<file path="src/rtl/mem_arb_pkg.sv">
// ============================================================================
// mem_arb_pkg : shared types and helpers for the memory-port arbiter
// Revision    : 1.0
// ============================================================================
`default_nettype none

package mem_arb_pkg;

  localparam int unsigned MAX_REQ = 8;

  typedef enum logic [0:0] {
    ARB    = 1'b0,
    LOCKED = 1'b1
  } arb_state_e;

  // Requester-ID width; a single bit is kept even for one or two requesters
  function automatic int unsigned id_width(input int unsigned n);
    return (n <= 2) ? 1 : $clog2(n);
  endfunction

  // First asserted request at or after ptr, wrapping at n
  function automatic int unsigned rr_winner(input logic [MAX_REQ-1:0] req,
                                            input int unsigned ptr,
                                            input int unsigned n);
    int unsigned win;
    int unsigned idx;
    logic        found;
    win   = 0;
    found = 1'b0;
    for (int unsigned k = 0; k < MAX_REQ; k++) begin
      idx = ptr + k;
      if (idx >= n) idx = idx - n;
      if (k < n && !found && req[idx[2:0]]) begin
        win   = idx;
        found = 1'b1;
      end
    end
    return win;
  endfunction

endpackage

`default_nettype wire

</file>
<file path="src/rtl/mem_arb_id_fifo.sv">
// ============================================================================
// mem_arb_id_fifo : small in-order FIFO holding owner IDs of granted requests
// Revision        : 1.0
// ============================================================================
`default_nettype none

module mem_arb_id_fifo #(
  parameter int unsigned WIDTH = 1,
  parameter int unsigned DEPTH = 2,
  parameter int unsigned CNT_W = $clog2(DEPTH + 1)
) (
  input  logic             clk_i,
  input  logic             rst_ni,
  input  logic             push,
  input  logic [WIDTH-1:0] push_data,
  input  logic             pop,
  output logic [WIDTH-1:0] head,
  output logic             full,
  output logic             empty,
  output logic [CNT_W-1:0] count
);

  localparam int unsigned PTR_W = (DEPTH <= 2) ? 1 : $clog2(DEPTH);

  logic [WIDTH-1:0] mem [DEPTH];
  logic [PTR_W-1:0] wr_ptr;
  logic [PTR_W-1:0] rd_ptr;
  logic             do_push;
  logic             do_pop;

  function automatic logic [PTR_W-1:0] next_ptr(input logic [PTR_W-1:0] p);
    return (p == PTR_W'(DEPTH - 1)) ? '0 : p + PTR_W'(1);
  endfunction

  assign full    = (count == CNT_W'(DEPTH));
  assign empty   = (count == '0);
  assign do_push = push && !full;
  assign do_pop  = pop && !empty;
  assign head    = mem[rd_ptr];

  always_ff @(posedge clk_i) begin
    if (do_push) mem[wr_ptr] <= push_data;
  end

  always_ff @(posedge clk_i) begin
    if (!rst_ni) begin
      wr_ptr <= '0;
      rd_ptr <= '0;
      count  <= '0;
    end else begin
      if (do_push) wr_ptr <= next_ptr(wr_ptr);
      if (do_pop)  rd_ptr <= next_ptr(rd_ptr);
      if (do_push && !do_pop)      count <= count + CNT_W'(1);
      else if (!do_push && do_pop) count <= count - CNT_W'(1);
    end
  end

endmodule

`default_nettype wire

</file>
<file path="src/rtl/mem_port_arbiter.sv">
// ============================================================================
// mem_port_arbiter : round-robin arbiter sharing one req/gnt/rvalid memory port
// Revision         : 1.0
// ============================================================================
`default_nettype none

module mem_port_arbiter
  import mem_arb_pkg::*;
#(
  parameter int unsigned NUM_REQ = 2,
  parameter int unsigned ADDR_W  = 32,
  parameter int unsigned DATA_W  = 32,
  parameter int unsigned MAX_OUT = 2
) (
  input  logic                       clk_i,
  input  logic                       rst_ni,
  input  logic [NUM_REQ-1:0]         s_req_i,
  input  logic [NUM_REQ-1:0]         s_we_i,
  input  logic [NUM_REQ*ADDR_W-1:0]  s_addr_i,
  input  logic [NUM_REQ*DATA_W-1:0]  s_wdata_i,
  input  logic [NUM_REQ*DATA_W/8-1:0] s_be_i,
  output logic [NUM_REQ-1:0]         s_gnt_o,
  output logic [NUM_REQ-1:0]         s_rvalid_o,
  output logic [DATA_W-1:0]          s_rdata_o,
  output logic                       m_req_o,
  output logic                       m_we_o,
  output logic [ADDR_W-1:0]          m_addr_o,
  output logic [DATA_W-1:0]          m_wdata_o,
  output logic [DATA_W/8-1:0]        m_be_o,
  input  logic                       m_gnt_i,
  input  logic                       m_rvalid_i,
  input  logic [DATA_W-1:0]          m_rdata_i,
  output logic                       err_o
);

  localparam int unsigned ID_W  = id_width(NUM_REQ);
  localparam int unsigned BE_W  = DATA_W / 8;
  localparam int unsigned CNT_W = $clog2(MAX_OUT + 1);

  arb_state_e         state;
  logic [ID_W-1:0]    rr_ptr;
  logic [ID_W-1:0]    lock_idx;
  logic [ID_W-1:0]    winner;
  logic [ID_W-1:0]    head;
  logic [MAX_REQ-1:0] req_pad;
  logic [CNT_W-1:0]   fifo_count;
  logic               fifo_full;
  logic               fifo_empty;
  logic               grant;
  logic               pop;

  always_comb begin
    req_pad                = '0;
    req_pad[NUM_REQ-1:0]   = s_req_i;
  end

  // A stalled winner keeps the port until the bridge accepts it
  assign winner = (state == LOCKED) ? lock_idx
                                    : ID_W'(rr_winner(req_pad, 32'(rr_ptr), NUM_REQ));

  // Gating with rst_ni keeps handshakes quiet for the whole reset window
  assign m_req_o   = rst_ni && (|s_req_i) && (fifo_count < CNT_W'(MAX_OUT));
  assign grant     = m_req_o && m_gnt_i;
  assign pop       = rst_ni && m_rvalid_i && !fifo_empty;
  assign s_rdata_o = m_rdata_i;

  always_comb begin
    m_we_o    = s_we_i[0];
    m_addr_o  = s_addr_i[ADDR_W-1:0];
    m_wdata_o = s_wdata_i[DATA_W-1:0];
    m_be_o    = s_be_i[BE_W-1:0];
    s_gnt_o    = '0;
    s_rvalid_o = '0;
    for (int i = 0; i < NUM_REQ; i++) begin
      if (m_req_o && (winner == ID_W'(i))) begin
        m_we_o    = s_we_i[i];
        m_addr_o  = s_addr_i[i*ADDR_W +: ADDR_W];
        m_wdata_o = s_wdata_i[i*DATA_W +: DATA_W];
        m_be_o    = s_be_i[i*BE_W +: BE_W];
      end
      s_gnt_o[i]    = grant && (winner == ID_W'(i));
      s_rvalid_o[i] = pop && (head == ID_W'(i));
    end
  end

  always_ff @(posedge clk_i) begin
    if (!rst_ni) begin
      state    <= ARB;
      rr_ptr   <= '0;
      lock_idx <= '0;
      err_o    <= 1'b0;
    end else begin
      if (m_rvalid_i && fifo_empty) err_o <= 1'b1;
      if (grant) begin
        state  <= ARB;
        rr_ptr <= (winner == ID_W'(NUM_REQ - 1)) ? '0 : winner + ID_W'(1);
      end else if (m_req_o) begin
        state    <= LOCKED;
        lock_idx <= winner;
      end
    end
  end

  mem_arb_id_fifo #(
    .WIDTH (ID_W),
    .DEPTH (MAX_OUT)
  ) u_id_fifo (
    .clk_i     (clk_i),
    .rst_ni    (rst_ni),
    .push      (grant),
    .push_data (winner),
    .pop       (pop),
    .head      (head),
    .full      (fifo_full),
    .empty     (fifo_empty),
    .count     (fifo_count)
  );

  no_grant_when_full : assert property (@(posedge clk_i) disable iff (!rst_ni)
                                        !(fifo_full && grant));

endmodule

`default_nettype wire
</file>
<file path="config.mk">
export PLATFORM = sky130hd
export DESIGN_NAME = mem_port_arbiter
export DESIGN_NICKNAME = d
export VERILOG_FILES = /design/src/rtl/mem_arb_pkg.sv /design/src/rtl/mem_arb_id_fifo.sv /design/src/rtl/mem_port_arbiter.sv
export SDC_FILE = /design/constraint.sdc
export NUM_CORES = 1
export LEC_CHECK = 0
export ABC_AREA = 1
export CAP_MARGIN = 10
export CORE_AREA = 2 2 109 111
export DETAILED_ROUTE_END_ITERATION = 6
export DIE_AREA = 0 0 111 113
export SLEW_MARGIN = 20
export SYNTH_ARGS = -nofsm -noshare
export SYNTH_HDL_FRONTEND = slang
export SYNTH_SLANG_ARGS = --single-unit
</file>
<file path="constraint.sdc">
create_clock -name clk_i -period 1.7 [get_ports clk_i]
set_input_delay 0.17 -clock clk_i [delete_from_list [all_inputs] [get_ports clk_i]]
set_output_delay 0.17 -clock clk_i [all_outputs]
set_load 0.02 [all_outputs]
</file>
==> run metrics <==
area fraction of the dominant cell type after synthesis 34.3%; htree depth 1; Die Width 111 um; largest cells by area after synthesis nand2_1, nand3_1, buf_4; setup slack, reg-to-reg 0.14 ns; Post-Layout Cell Count 698; crit-path max cell delay 0.32 ns; syn nets 523; fin util 41.6%; multiplexer share of the synthesized area 0%; worst r2r path cells 12; Synth warnings 0; adder-cell area share of the yosys netlist 0.702%; DIE AREA 12,500 um2; number of vias per cell 4.26; clock tree root buffer cell clkbuf_16; fmax 575 MHz; cts bufs inserted 3; post-DP HPWL 7200 um; WS Path Type reg -> out; Core Area 11,300 um2; type of origin of the critical path flop; Final Setup Violations 19; leak pwr 2.25 nW; slowest CP cell dfxtp_2; Final Critical Period 1.74 ns; setup_tns -0.388 ns; Final Slew Violations 0; CTS tree done; Clock Skew 0.00682 ns; VDD IR max 0.336 mV; wire per inst 15.1 um; crit path capture m_addr_o[14]; Post-Synth Simple-Gate Area 59.1%; initial antenna violation count 0; pin count of the biggest net entering global routing 20; period utilization 102%; Diodes inserted 0; Post-Route WL 10,500 um; reg-to-reg critical path startpoint u_id_fifo.count[1]$_SDFFE_PN0P_; site row count 39; Final WS setup -0.0378 ns; Routed Antenna Nets 0; DR DRC count 0; area delta synth->final 163%; via count 2,976; port buffer count 218; Mean Syn Cell Area 5.15 um2; hold slack 0.340 ns; vias in the first global route 2,863; Setup crit start u_id_fifo.count[1]$_SDFFE_PN0P_; violation count after the first detailed-route iteration 76; status finished with violations; cell-by-cell trace of the critical path inv_2, nand2_4, nor2_4, buf_12, nand2_8, buf_12, buf_12, nand2_1, nand2_1, buf_6; failing checks negative setup slack; Synth Cell Area 1780 um2; Seq cells post-synth 11; Hold Path Class in -> out; CP endpoint kind primary output; synthesized instance count 346; Ports 283; Slew headroom 84.5%; Post-Place Cell Area 3970 um2; layout cells sized above 1 31.5%; CTS Sinks 11; gpl congestion 0.873; actual slew at the worst max-slew pin 0.230 ns; critical path peak fanout 8; Unique masters post-synth 16; DR pass1 iterations 4; largest family of logic cells by synthesized area simple AND/OR/NAND/NOR gates; max cap viols 0; first-pass GRT wire length 15,000 um; Tot GR Track Use 15.1%; hold path depth 0; clock buffer depth 2; post-synthesis xor/xnor area fraction 0%; Worst-Skew Late Latency 0.24 ns; CP arrival 1.57 ns; Pwr Density 511 nW/um2; Placed Instances 668; Fillers 1,178; Nets 733; WP data required 1.53 ns; post-synthesis compound-gate area fraction 1.40%; most frequent CP cell buf_12; Hold Fails Final Rpt 0; Critical R2R Capture u_id_fifo.count[1]$_SDFFE_PN0P_; RSZ-0062 raised after global routing yes; Clock Pin Slew Worst Setup and Hold Paths 0.05 ns; GR Overflow Total 0; cell taking the most area after synthesis nand2_1; die height 113 um; Starting Density 15.8%; sequential fraction of the synthesis area 13.5%; cell area after layout 4690 um2
==> metrics by stage <==
| step | total power, mW | setup slack, ns |
|---|---|---|
| after floorplan | 0.984 | 0.359 |
| after global placement | 1.64 | -0.572 |
| after detailed placement | 1.65 | -0.586 |
| after CTS | 2.30 | -0.0609 |
| after global routing | 2.54 | -0.103 |
| final | 2.40 | -0.0378 |
==> synthesized netlist by cell type <==
cell        n
a21oi_1     2
ha_1        1
inv_1      16
buf_2       7
nand2_1   163
nand3_1    70
buf_4      43
inv_2       1
nor2_2      1
o21ai_0     3
buf_6       1
nor2_1     21
dfxtp_1     9
nand2_2     1
clkbuf_1    5
edfxtp_1    2
==> worst max-delay path: cells and delay by family (launching register included) <==
family / cells / cell delay (ns)
flip-flops: 1 / 0.32
AND/OR/NAND/NOR: 5 / 0.36
buffers and inverters: 5 / 0.63
==> worst min path at each step <==
stage | from | end | slack (ns)
after floorplan | m_rvalid_i | err_o$_SDFFE_PN0P_ | 0.31
after global placement | m_rdata_i[13] | s_rdata_o[13] | 0.34
after detailed placement | m_rdata_i[13] | s_rdata_o[13] | 0.34
after CTS | m_rdata_i[13] | s_rdata_o[13] | 0.34
after global routing | m_rdata_i[3] | s_rdata_o[3] | 0.34
final | m_rdata_i[3] | s_rdata_o[3] | 0.34
==> flip-flops by register name (all words and copies together) (netlist names), named ones only <==
register          count
u_id_fifo.count       2
u_id_fifo.mem         2
err_o                 1
lock_idx              1
rr_ptr                1
state                 1
u_id_fifo.rd_ptr      1
u_id_fifo.wr_ptr      1
==> repair_timing <==
action,in CTS,in global routing
setup buffers,14,4
setup endpoints to repair,75,75
pin swaps,15,15
hold buffers,0,0
endpoints found under the hold margin,0,0
gates resized for setup,384,82
cloned,9,2
==> power by group <==
part	total (mW)	switching, mW	internal, mW
sequential	0.309	0.0150	0.294
combinational	1.66	0.752	0.905
clock	0.432	0.117	0.315
==> routing by layer <==
layer,global-route usage (%),share of wire (%),routed length (um)
met5,0,0,0
met4,2.25,1.2,128
met3,4.50,8.4,881
met2,28.9,52,5440
met1,16.7,39,4070
==> kinds of logic after synthesis <==
family / after synthesis
AND/OR/NAND/NOR: 256
buffers and inverters: 73
flip-flops: 11
AO/OA/AOI/OAI: 5
adder cells (fa/ha/maj): 1
==> cell usage in the layout (no fill, tap or decap), types with 3 or more instances in the layout <==
cell type / count
clkdlybuf4s50_1: 141
clkbuf_16: 5
dlygate4sd2_1: 4
nand2_1: 127
dfxtp_1: 7
inv_1: 15
o21ai_0: 3
buf_2: 4
buf_12: 12
nand3_1: 59
nand2_4: 14
buf_16: 8
buf_4: 56
nand2_2: 22
nand3_2: 11
nor2_2: 3
nor2_1: 18
buf_6: 33
==> area by class of cell <==
class | count | area (um2) | area share [%]
Timing Repair Buffer | 261 | 2780 | 59.3
Inverter | 17 | 63.8 | 1.36
Multi-Input combinational cell | 262 | 1350 | 28.7
Sequential cell | 11 | 243 | 5.18
Tap cell | 143 | 179 | 3.82
Clock buffer | 4 | 78.8 | 1.68
Note: power is estimated with default switching activity, not from simulation.
